**config.mk**
```make
export PLATFORM = sky130hd
export DESIGN_NAME = ycbcr_skin_bin
export DESIGN_NICKNAME = d
export VERILOG_FILES = /design/src/rtl/skin_pkg.sv /design/src/rtl/pix_coord.sv /design/src/rtl/ycbcr_skin_bin.sv
export SDC_FILE = /design/constraint.sdc
export NUM_CORES = 1
export LEC_CHECK = 0
export BUFFER_PORTS_ARGS = -buffer_cell sky130_fd_sc_hd__buf_2
export CAP_MARGIN = 20
export CORE_ASPECT_RATIO = 1.25
export CORE_UTILIZATION = 40
export CTS_CLUSTER_DIAMETER = 100
export CTS_CLUSTER_SIZE = 16
export DETAILED_ROUTE_END_ITERATION = 8
export GPL_TIMING_DRIVEN = 0
export PLACE_DENSITY = 0.66
export SYNTH_ARGS = -nofsm -noshare
export SYNTH_HDL_FRONTEND = slang
export SYNTH_HIERARCHICAL = 1
export SYNTH_SLANG_ARGS = --single-unit
```
**constraint.sdc**
```tcl
create_clock -name clk -period 7.52 [get_ports clk]
set_clock_uncertainty 0.1 [all_clocks]
set_input_delay 0.376 -clock clk [delete_from_list [all_inputs] [get_ports clk]]
set_output_delay 0.376 -clock clk [all_outputs]
set_load 0.1 [all_outputs]
```
**src/rtl/skin_pkg.sv**
```systemverilog
// rtl/skin_pkg.sv - shared defaults for the YCbCr skin segmentation stage
package skin_pkg;

  localparam int SKIN_CB_MIN = 77;
  localparam int SKIN_CB_MAX = 127;
  localparam int SKIN_CR_MIN = 133;
  localparam int SKIN_CR_MAX = 173;

  localparam int SKIN_XW = 11;
  localparam int SKIN_YW = 11;
  localparam int SKIN_CW = 21;

  localparam logic [7:0] BIN_ON  = 8'hFF;
  localparam logic [7:0] BIN_OFF = 8'h00;

endpackage

```
**src/rtl/pix_coord.sv**
```systemverilog
// rtl/pix_coord.sv - de/vsync edge detection and saturating pixel column/line counters
module pix_coord
  import skin_pkg::*;
#(
  parameter int XW = SKIN_XW,
  parameter int YW = SKIN_YW
) (
  input  logic          clk,
  input  logic          rst_n,
  input  logic          ce,
  input  logic          de,
  input  logic          vsync,
  output logic [XW-1:0] x,
  output logic [YW-1:0] y,
  output logic          line_end,
  output logic          frame_start
);

  logic          de_q;
  logic          vs_q;
  logic [XW-1:0] x_q;
  logic [YW-1:0] y_q;

  assign line_end    = ce & de_q & ~de;
  assign frame_start = ce & ~vs_q & vsync;
  assign x           = x_q;
  // A pixel coinciding with the frame edge already belongs to line 0 of the new frame.
  assign y           = frame_start ? '0 : y_q;

  always_ff @(posedge clk or negedge rst_n) begin
    if (!rst_n) begin
      de_q <= 1'b0;
      vs_q <= 1'b0;
      x_q  <= '0;
      y_q  <= '0;
    end else if (ce) begin
      de_q <= de;
      vs_q <= vsync;
      if (de) begin
        if (x_q != '1) x_q <= x_q + 1'b1;
      end else if (line_end) begin
        x_q <= '0;
      end
      if (frame_start) begin
        y_q <= '0;
      end else if (line_end && (y_q != '1)) begin
        y_q <= y_q + 1'b1;
      end
    end
  end

endmodule

```
**src/rtl/ycbcr_skin_bin.sv**
```systemverilog
// rtl/ycbcr_skin_bin.sv - Cb/Cr skin threshold to binary mask with per-frame count and bounding box
module ycbcr_skin_bin
  import skin_pkg::*;
#(
  parameter int CB_MIN = SKIN_CB_MIN,
  parameter int CB_MAX = SKIN_CB_MAX,
  parameter int CR_MIN = SKIN_CR_MIN,
  parameter int CR_MAX = SKIN_CR_MAX,
  parameter int XW     = SKIN_XW,
  parameter int YW     = SKIN_YW,
  parameter int CW     = SKIN_CW
) (
  input  logic          clk,
  input  logic          rst_n,
  input  logic          ce,
  input  logic          de_in,
  input  logic          hsync_in,
  input  logic          vsync_in,
  input  logic [7:0]    y_in,
  input  logic [7:0]    cb_in,
  input  logic [7:0]    cr_in,
  output logic          de_out,
  output logic          hsync_out,
  output logic          vsync_out,
  output logic [7:0]    bin_out,
  output logic [CW-1:0] skin_count,
  output logic [XW-1:0] x_min,
  output logic [XW-1:0] x_max,
  output logic [YW-1:0] y_min,
  output logic [YW-1:0] y_max,
  output logic          bbox_valid,
  output logic          frame_done
);

  localparam logic [7:0] CB_LO = 8'(CB_MIN);
  localparam logic [7:0] CB_HI = 8'(CB_MAX);
  localparam logic [7:0] CR_LO = 8'(CR_MIN);
  localparam logic [7:0] CR_HI = 8'(CR_MAX);

  logic          cb_ok_s1, cr_ok_s1, de_s1, hs_s1, vs_s1;
  logic          skin_s2, de_s2, hs_s2, vs_s2;
  logic [XW-1:0] px;
  logic [YW-1:0] py;
  logic          frame_start, unused_line_end, unused_y;

  logic [CW-1:0] cnt, cnt_base;
  logic [XW-1:0] xmin, xmax, xmin_base, xmax_base;
  logic [YW-1:0] ymin, ymax, ymin_base, ymax_base;
  logic          found, found_base;

  assign unused_y  = ^y_in;
  assign de_out    = de_s2;
  assign hsync_out = hs_s2;
  assign vsync_out = vs_s2;

  always_ff @(posedge clk or negedge rst_n) begin
    if (!rst_n) begin
      {cb_ok_s1, cr_ok_s1, de_s1, hs_s1, vs_s1} <= '0;
      {skin_s2, de_s2, hs_s2, vs_s2}            <= '0;
      bin_out                                   <= BIN_OFF;
    end else if (ce) begin
      cb_ok_s1 <= (cb_in >= CB_LO) && (cb_in <= CB_HI);
      cr_ok_s1 <= (cr_in >= CR_LO) && (cr_in <= CR_HI);
      de_s1    <= de_in;
      hs_s1    <= hsync_in;
      vs_s1    <= vsync_in;
      skin_s2  <= cb_ok_s1 & cr_ok_s1 & de_s1;
      bin_out  <= (cb_ok_s1 & cr_ok_s1 & de_s1) ? BIN_ON : BIN_OFF;
      de_s2    <= de_s1;
      hs_s2    <= hs_s1;
      vs_s2    <= vs_s1;
    end
  end

  pix_coord #(.XW(XW), .YW(YW)) u_coord (
    .clk         (clk),
    .rst_n       (rst_n),
    .ce          (ce),
    .de          (de_s2),
    .vsync       (vs_s2),
    .x           (px),
    .y           (py),
    .line_end    (unused_line_end),
    .frame_start (frame_start)
  );

  // The frame-edge clear is applied first so a coincident skin pixel seeds the new frame.
  always_comb begin
    cnt_base   = frame_start ? '0   : cnt;
    xmin_base  = frame_start ? '1   : xmin;
    xmax_base  = frame_start ? '0   : xmax;
    ymin_base  = frame_start ? '1   : ymin;
    ymax_base  = frame_start ? '0   : ymax;
    found_base = frame_start ? 1'b0 : found;
  end

  always_ff @(posedge clk or negedge rst_n) begin
    if (!rst_n) begin
      cnt        <= '0;
      xmin       <= '0;
      xmax       <= '0;
      ymin       <= '0;
      ymax       <= '0;
      found      <= 1'b0;
      skin_count <= '0;
      x_min      <= '0;
      x_max      <= '0;
      y_min      <= '0;
      y_max      <= '0;
      bbox_valid <= 1'b0;
      frame_done <= 1'b0;
    end else begin
      frame_done <= frame_start;
      if (ce) begin
        if (frame_start) begin
          skin_count <= cnt;
          bbox_valid <= found;
          x_min      <= found ? xmin : '0;
          x_max      <= found ? xmax : '0;
          y_min      <= found ? ymin : '0;
          y_max      <= found ? ymax : '0;
        end
        if (skin_s2) begin
          cnt   <= (cnt_base == '1) ? cnt_base : cnt_base + 1'b1;
          xmin  <= (px < xmin_base) ? px : xmin_base;
          xmax  <= (px > xmax_base) ? px : xmax_base;
          ymin  <= (py < ymin_base) ? py : ymin_base;
          ymax  <= (py > ymax_base) ? py : ymax_base;
          found <= 1'b1;
        end else begin
          cnt   <= cnt_base;
          xmin  <= xmin_base;
          xmax  <= xmax_base;
          ymin  <= ymin_base;
          ymax  <= ymax_base;
          found <= found_base;
        end
      end
    end
  end

endmodule
```
After elaboration in Yosys (flattened, before gate mapping)

Index checks and enable logic that the tools add are counted.

Bits in registers: 174
Output and inout port bits: 78
Word-level logic and storage cells: 88

Add/subtract/negate cells: 3
Magnitude comparators: 8
Equal/unequal tests: 4
Mux-type cells: 28
Bitwise gates (word level): 8
Reduce and logical (&&, ||, !) cells: 10

Operators by type and width:

| kind                  | count |
|---|---|
| $mux 11               | 22 |
| $mux 21               | 3 |
| $add 11x1->11 const B | 2 |
| $gt 11x11->1          | 2 |
| $lt 11x11->1          | 2 |
| $ne 11x11->1 const B  | 2 |
| $add 21x1->21 const B | 1 |
| $eq 21x21->1 const B  | 1 |
| $ge 8x7->1 const B    | 1 |
| $ge 8x8->1 const B    | 1 |
| $le 8x7->1 const B    | 1 |
| $le 8x8->1 const B    | 1 |
| $mux 8                | 1 |
| $and 1x1->1           | 6 |
| $reduce_and 2->1      | 3 |
| $reduce_bool 2->1     | 3 |
| $logic_and 1x1->1     | 3 |
| $reduce_and 3->1      | 1 |
| $mux 1                | 2 |
| $ne 2x1->1 const B    | 1 |
| $not 1->1             | 2 |

Logic depth before layout (Yosys ltp)

Word-level depth: 7
Gate-level depth with buffers: 14

Modules after synthesis

Netlist, hierarchy kept.

Modules (own cells, without submodules):

| module         | times used | cells each | area an instance (sq um) |
|---|---|---|---|
| ycbcr_skin_bin | 1          | 730        | 7,272.0 |
| pix_coord      | 1          | 152        | 1,376.3 |

Least setup slack after synthesis

No wires, ideal clock.

Path type: register -> register
Start point: register vs_s2, in the netlist vsync_out
End point: register xmax[0]
Data arrival time: 3,549 ps
Required time: 7,341 ps
Slack: 3,791 ps
Cell stages (with the launch flop): 14
Buffers on the path: 4
Clock period less this slack: 3,729 ps
Cell sequence: dfrtp_1 > nand3_1 > inv_2 > buf_2 > clkbuf_1 > clkbuf_1 > nand2b_1 > ha_1 > a21oi_1 > nand2_1 > a221o_1 > o21ai_0 > buf_2 > mux2i_1

Longest elaborated chain between the ends: 5

RTL lines:

| what                     | RTL line              | source |
|---|---|---|
| start: declaration       | ycbcr_skin_bin.sv:41  | `logic skin_s2, de_s2, hs_s2, vs_s2;` |
| start signal: assignment | ycbcr_skin_bin.sv:71  | `vs_s2 <= vs_s1;` |
| $and 1x1->1 *            | pix_coord.sv:25       | `assign frame_start = ce & ~vs_q & vsync;` |
| named net frame_start    | ycbcr_skin_bin.sv:44  | `logic frame_start, unused_line_end, unused_y;` |
| $mux 11 *                | ycbcr_skin_bin.sv:91  | `xmax_base = frame_start ? '0 : xmax;` |
| $gt 11x11->1             | ycbcr_skin_bin.sv:126 | `xmax <= (px > xmax_base) ? px : xmax_base;` |
| $mux 11                  | ycbcr_skin_bin.sv:126 |  |
| $mux 11 *                | ycbcr_skin_bin.sv:123 | `if (skin_s2) begin` |
| end signal: assignment   | ycbcr_skin_bin.sv:126 |  |
| end signal: assignment   | ycbcr_skin_bin.sv:133 | `xmax <= xmax_base;` |
| end: declaration         | ycbcr_skin_bin.sv:47  | `logic [XW-1:0] xmin, xmax, xmin_base, xmax_base;` |

The timed path passes the listed nets; every way through them passes the cells marked *.
A chain may end at the register's enable or synchronous reset.

Worst setup path after layout

Start point: register vs_s2, in the netlist vsync_out
End point: register ymax[2]

Longest elaborated chain between the ends: 5

RTL lines:

| what                       | RTL line                              | source |
|---|---|---|
| $and 1x1->1 *              | pix_coord.sv:25                       |  |
| named net frame_start      | ycbcr_skin_bin.sv:44                  |  |
| $mux 11 (on tied branches) | pix_coord.sv:28, ycbcr_skin_bin.sv:93 |  |
| $gt 11x11->1               | ycbcr_skin_bin.sv:128                 | `ymax <= (py > ymax_base) ? py : ymax_base;` |
| $mux 11                    | ycbcr_skin_bin.sv:128                 |  |
| $mux 11 *                  | ycbcr_skin_bin.sv:123                 |  |
| end signal: assignment     | ycbcr_skin_bin.sv:128                 |  |
| end signal: assignment     | ycbcr_skin_bin.sv:135                 | `ymax <= ymax_base;` |
| end: declaration           | ycbcr_skin_bin.sv:48                  | `logic [YW-1:0] ymin, ymax, ymin_base, ymax_base;` |

Marked as above.

==> qor.csv <==
stage,metric,value,unit
critical_path,worstReg2RegStart,vsync_out,
placed_design,dpl.hpwl,16200,µm
yosys,syn_nets,957,
timing,tightest_slew,0.835,ns
global_route,grt_pass1_wl,35800,µm
clocking,cts_root_buf,clkbuf_16,
yosys,avgSynthCellArea,9.81,µm²
floorplan,die-height,166,µm
placed_design,portBuffers,99,
timing,hold_slack,0.0792,ns
yosys,synthFlopType,dfrtp_1,
yosys,synth_top_family_by_area,simple AND/OR/NAND/NOR gates,
yosys,synth-async-reset-ratio,100,%
timing,finalSetupViolCount,0,
detailed_routing,drc,0,
detailed_routing,vias,6906,
pwr,peakVddDrop,175,µV
timing,setup_ws,3.43,ns
placed_design,place.gp.congestion,0.837,
critical_path,r2r-end,ymax[2],
critical_path,r2r_cells,13,
clocking,clkTransAtPathRegs,0.07,ns
yosys,synth-simple-area-share,18.5,%
global_route,use_met2,35.6,%
finish,drive_gt1_share,19.8,%
yosys,synth_mux_area_share,9.51,%
clocking,cts.repair.resized,0,
floorplan,initial_core_util,41.1,%
job,cap_violations,0,
floorplan,ios,108,
yosys,ys_ff_latch,166,
status,status,"complete, no violations",
critical_path,worstSetupStartpointType,flip-flop,
global_route,grtUsageMet3,3.30,%
finish,final-seq-area,4150,µm²
critical_path,regToRegSetupSlack,3.43,ns
finish,area_delta_synth_final,16.9,%
floorplan,die_x,134,µm
critical_path,setup.worst_path.class,reg -> reg,
placed_design,pre_cts_slack,3.03,ns
finish,antenna_cells,0,
floorplan,rows,59,
detailed_routing,firstDrtPassIters,6,
yosys,synth_cells,882,
detailed_routing,ant_nets,0,
yosys,synthAdderAreaFrac,6.51,%
global_route,gr-total-overflow,0,
timing,max_slew_margin,44.4,%
finish,nNetsFinal,1077,
global_route,top_usage_layer,met2,
global_route,grt_use_total,20.7,%
critical_path,path_max_fanout,11,
critical_path,path_cells,"nand3_1, inv_2, buf_2, clkbuf_1, clkbuf_1, nand2b_1, ha_1, a21oi_1, o21ai_0, a221o_1, o21ai_0, buf_2, mux2i_1",
clocking,cts.sinks,166,
global_route,antenna_found_initial,0,
detailed_routing,wl_per_cell,17.0,µm
global_route,met1_usage,26.1,%
finish,fill_cells,1965,
clocking,cts_tree,built,
yosys,synth_edf_count,0,
clocking,htree_levels,4,
critical_path,endpoint,ymax[2],
critical_path,crit_path_top_delay_cell,clkbuf_1,
global_route,grt_pass1_vias,6889,
timing,hold_violations,0,
pwr,power_density,268,nW/µm²
yosys,yosysWarnings,6,
critical_path,cpPeakStageDelay,0.50,ns
global_route,grt_max_degree,99,
detailed_routing,drt_iter0_markers,378,
yosys,synth_compound_area_share,11.1,%
critical_path,arrival,4.33,ns
floorplan,die-area,22200,µm²
pwr,p_leak,5.01,nW
finish,finish.utilization,48.0,%
yosys,synth_cell_types,59,
critical_path,cp.required,7.76,ns
critical_path,endpoint_kind,flip-flop,
timing,clock.fmax,245,MHz
clocking,cts_max_path_buffers,2,
timing,fin_crit,4.09,ns
min_path,hp-class,in -> reg,
floorplan,core-area,21000,µm²
clocking,numCtsBuffers,17,
finish,multi_input_area,4120,µm²
yosys,synthesis.area,8650,µm²
yosys,synthXorXnorAreaFrac,2.01,%
timing,slew_violations,0,
timing,fin_tns_setup,0,ns
timing,min_period_over_period,54.3,%
critical_path,crit_start,vsync_out,
timing,rsz0062_at_grt,false,
detailed_routing,routed_wl,21900,µm
detailed_routing,viasPerCell,5.36,
yosys,ys_seq_area_share,48.0,%
clocking,clkLatencyLatePin,0.43,ns
## routing by layer
metal | wire length [µm] | vias up
met5 | 0 | -
met4 | 423 | 0
met3 | 693 | 32
met2 | 11200 | 165
met1 | 9580 | 3406
li1 | - | 3303
## where the power goes
part,leakage (nW),switching (W),internal (W)
logic,2.56,0.000592,0.000184
registers,2.18,0.0000952,0.000990
clock network,0.274,0.000386,0.000464
## worst max-delay path, delay by kind of cell, from the launching register on
kind,cells,cell delay (ns)
compound gates,4,0.79
fa+ha+maj,1,0.24
buf+inv,5,1.81
flops,1,0.39
mux,1,0.24
simple gates,2,0.41
## placed cells by master, fill, tap and decap left out, drive strengths merged, types with 3 or more instances in the layout
master    instances
o311ai            3
clkbuf           49
nor2             39
nand3            18
nand3b            5
nor2b             5
or3               3
nand4b            4
and2             14
clkinvlp          3
a211oi            8
buf             123
nand4            17
a21o              3
o21ai            68
mux2             33
and3             12
nand2           169
dfrtp           166
nor3             12
a21oi            46
a221o             3
clkinv            6
a31oi             4
mux2i            45
inv              34
xnor2             8
ha               45
and4              6
xor2             11
nand2b           23
o22ai             4
a2111oi           4
## stage by stage
stage                     std cells  cell area [µm²]  power [W]
after floorplan                 882             8650    0.00168
after CTS                      1289            10100    0.00273
after global placement         1255             9490    0.00186
final                          1289            10100    0.00271
after global routing           1289            10100    0.00284
after detailed placement       1256             9520    0.00188
## what timing repair did
item | in CTS | in global routing
hold endpoints to repair | 68 | 0
buffers inserted | 0 | 0
hold buffers | 1 | 0
## synthesized netlist by cell type, types with 2 or more instances
master | count | area [µm²]
a2111oi_0 | 2 | 17.5
a2111oi_2 | 2 | 30.0
a211oi_1 | 8 | 60.1
a21o_1 | 3 | 22.5
a21oi_1 | 45 | 225
a221o_1 | 3 | 30.0
a31oi_1 | 4 | 25.0
a32o_1 | 2 | 20.0
a41oi_1 | 2 | 17.5
and2_1 | 14 | 87.6
and3_1 | 11 | 68.8
and4_1 | 5 | 43.8
buf_1 | 3 | 11.3
buf_2 | 9 | 45.0
buf_4 | 9 | 67.6
buf_6 | 2 | 22.5
clkbuf_1 | 32 | 120
dfrtp_1 | 166 | 4150
ha_1 | 45 | 563
inv_1 | 27 | 101
inv_2 | 2 | 7.51
mux2_2 | 33 | 372
mux2i_1 | 45 | 450
nand2_1 | 169 | 634
nand2b_1 | 23 | 144
nand3_1 | 18 | 90.1
nand3b_1 | 2 | 15.0
nand3b_4 | 2 | 40.0
nand4_1 | 17 | 106
nand4b_1 | 4 | 35.0
nor2_1 | 39 | 146
nor2b_1 | 5 | 31.3
nor3_1 | 11 | 55.1
nor3b_1 | 2 | 15.0
o2111ai_1 | 2 | 17.5
o21ai_0 | 66 | 330
o21ai_1 | 2 | 10.0
o21ba_2 | 2 | 20.0
o22ai_1 | 4 | 25.0
o311ai_0 | 3 | 26.3
or3_1 | 3 | 18.8
xnor2_1 | 7 | 61.3
xor2_1 | 11 | 96.3
## state kept, by name, indices dropped and copies added, names as in the netlist, 11 cells and up
signal,count
skin_count,21
xmax,11
u_coord/y_q,11
ymax,11
xmin,11
x_min,11
ymin,11
y_max,11
u_coord/x,11
y_min,11
x_max,11
cnt,21
## logic make-up (layout without fill, tap and decap cells)
logic type	after synthesis	in the layout
mux	78	78
xor+xnor	19	19
buf+inv	84	217
fa+ha+maj	45	45
simple gates	331	331
compound gates	159	159
flops	166	166
## worst min path at each step
stage          cells past startpoint          to     start  slack, ns
2_1_floorplan                      0  bbox_valid     rst_n      -0.02
3_3_place_gp                       2    x_max[5]  x_max[5]       0.36
3_5_place_dp                       1       vs_s1     rst_n       0.26
4_1_cts                            2       vs_s1  vsync_in       0.07
5_1_grt                            2       hs_s1  hsync_in       0.08
6_report                           2       vs_s1  vsync_in       0.08
## layout make-up
type | count | share of cell area [%]
Buffer | 55 | 2.64
Clock buffer | 17 | 4.21
Clock inverter | 15 | 1.47
Inverter | 29 | 1.08
Multi-Input combinational cell | 632 | 40.7
Sequential cell | 166 | 41.1
Tap cell | 274 | 3.39
Timing Repair Buffer | 101 | 5.37
Note: power is estimated with default switching activity, not from simulation.
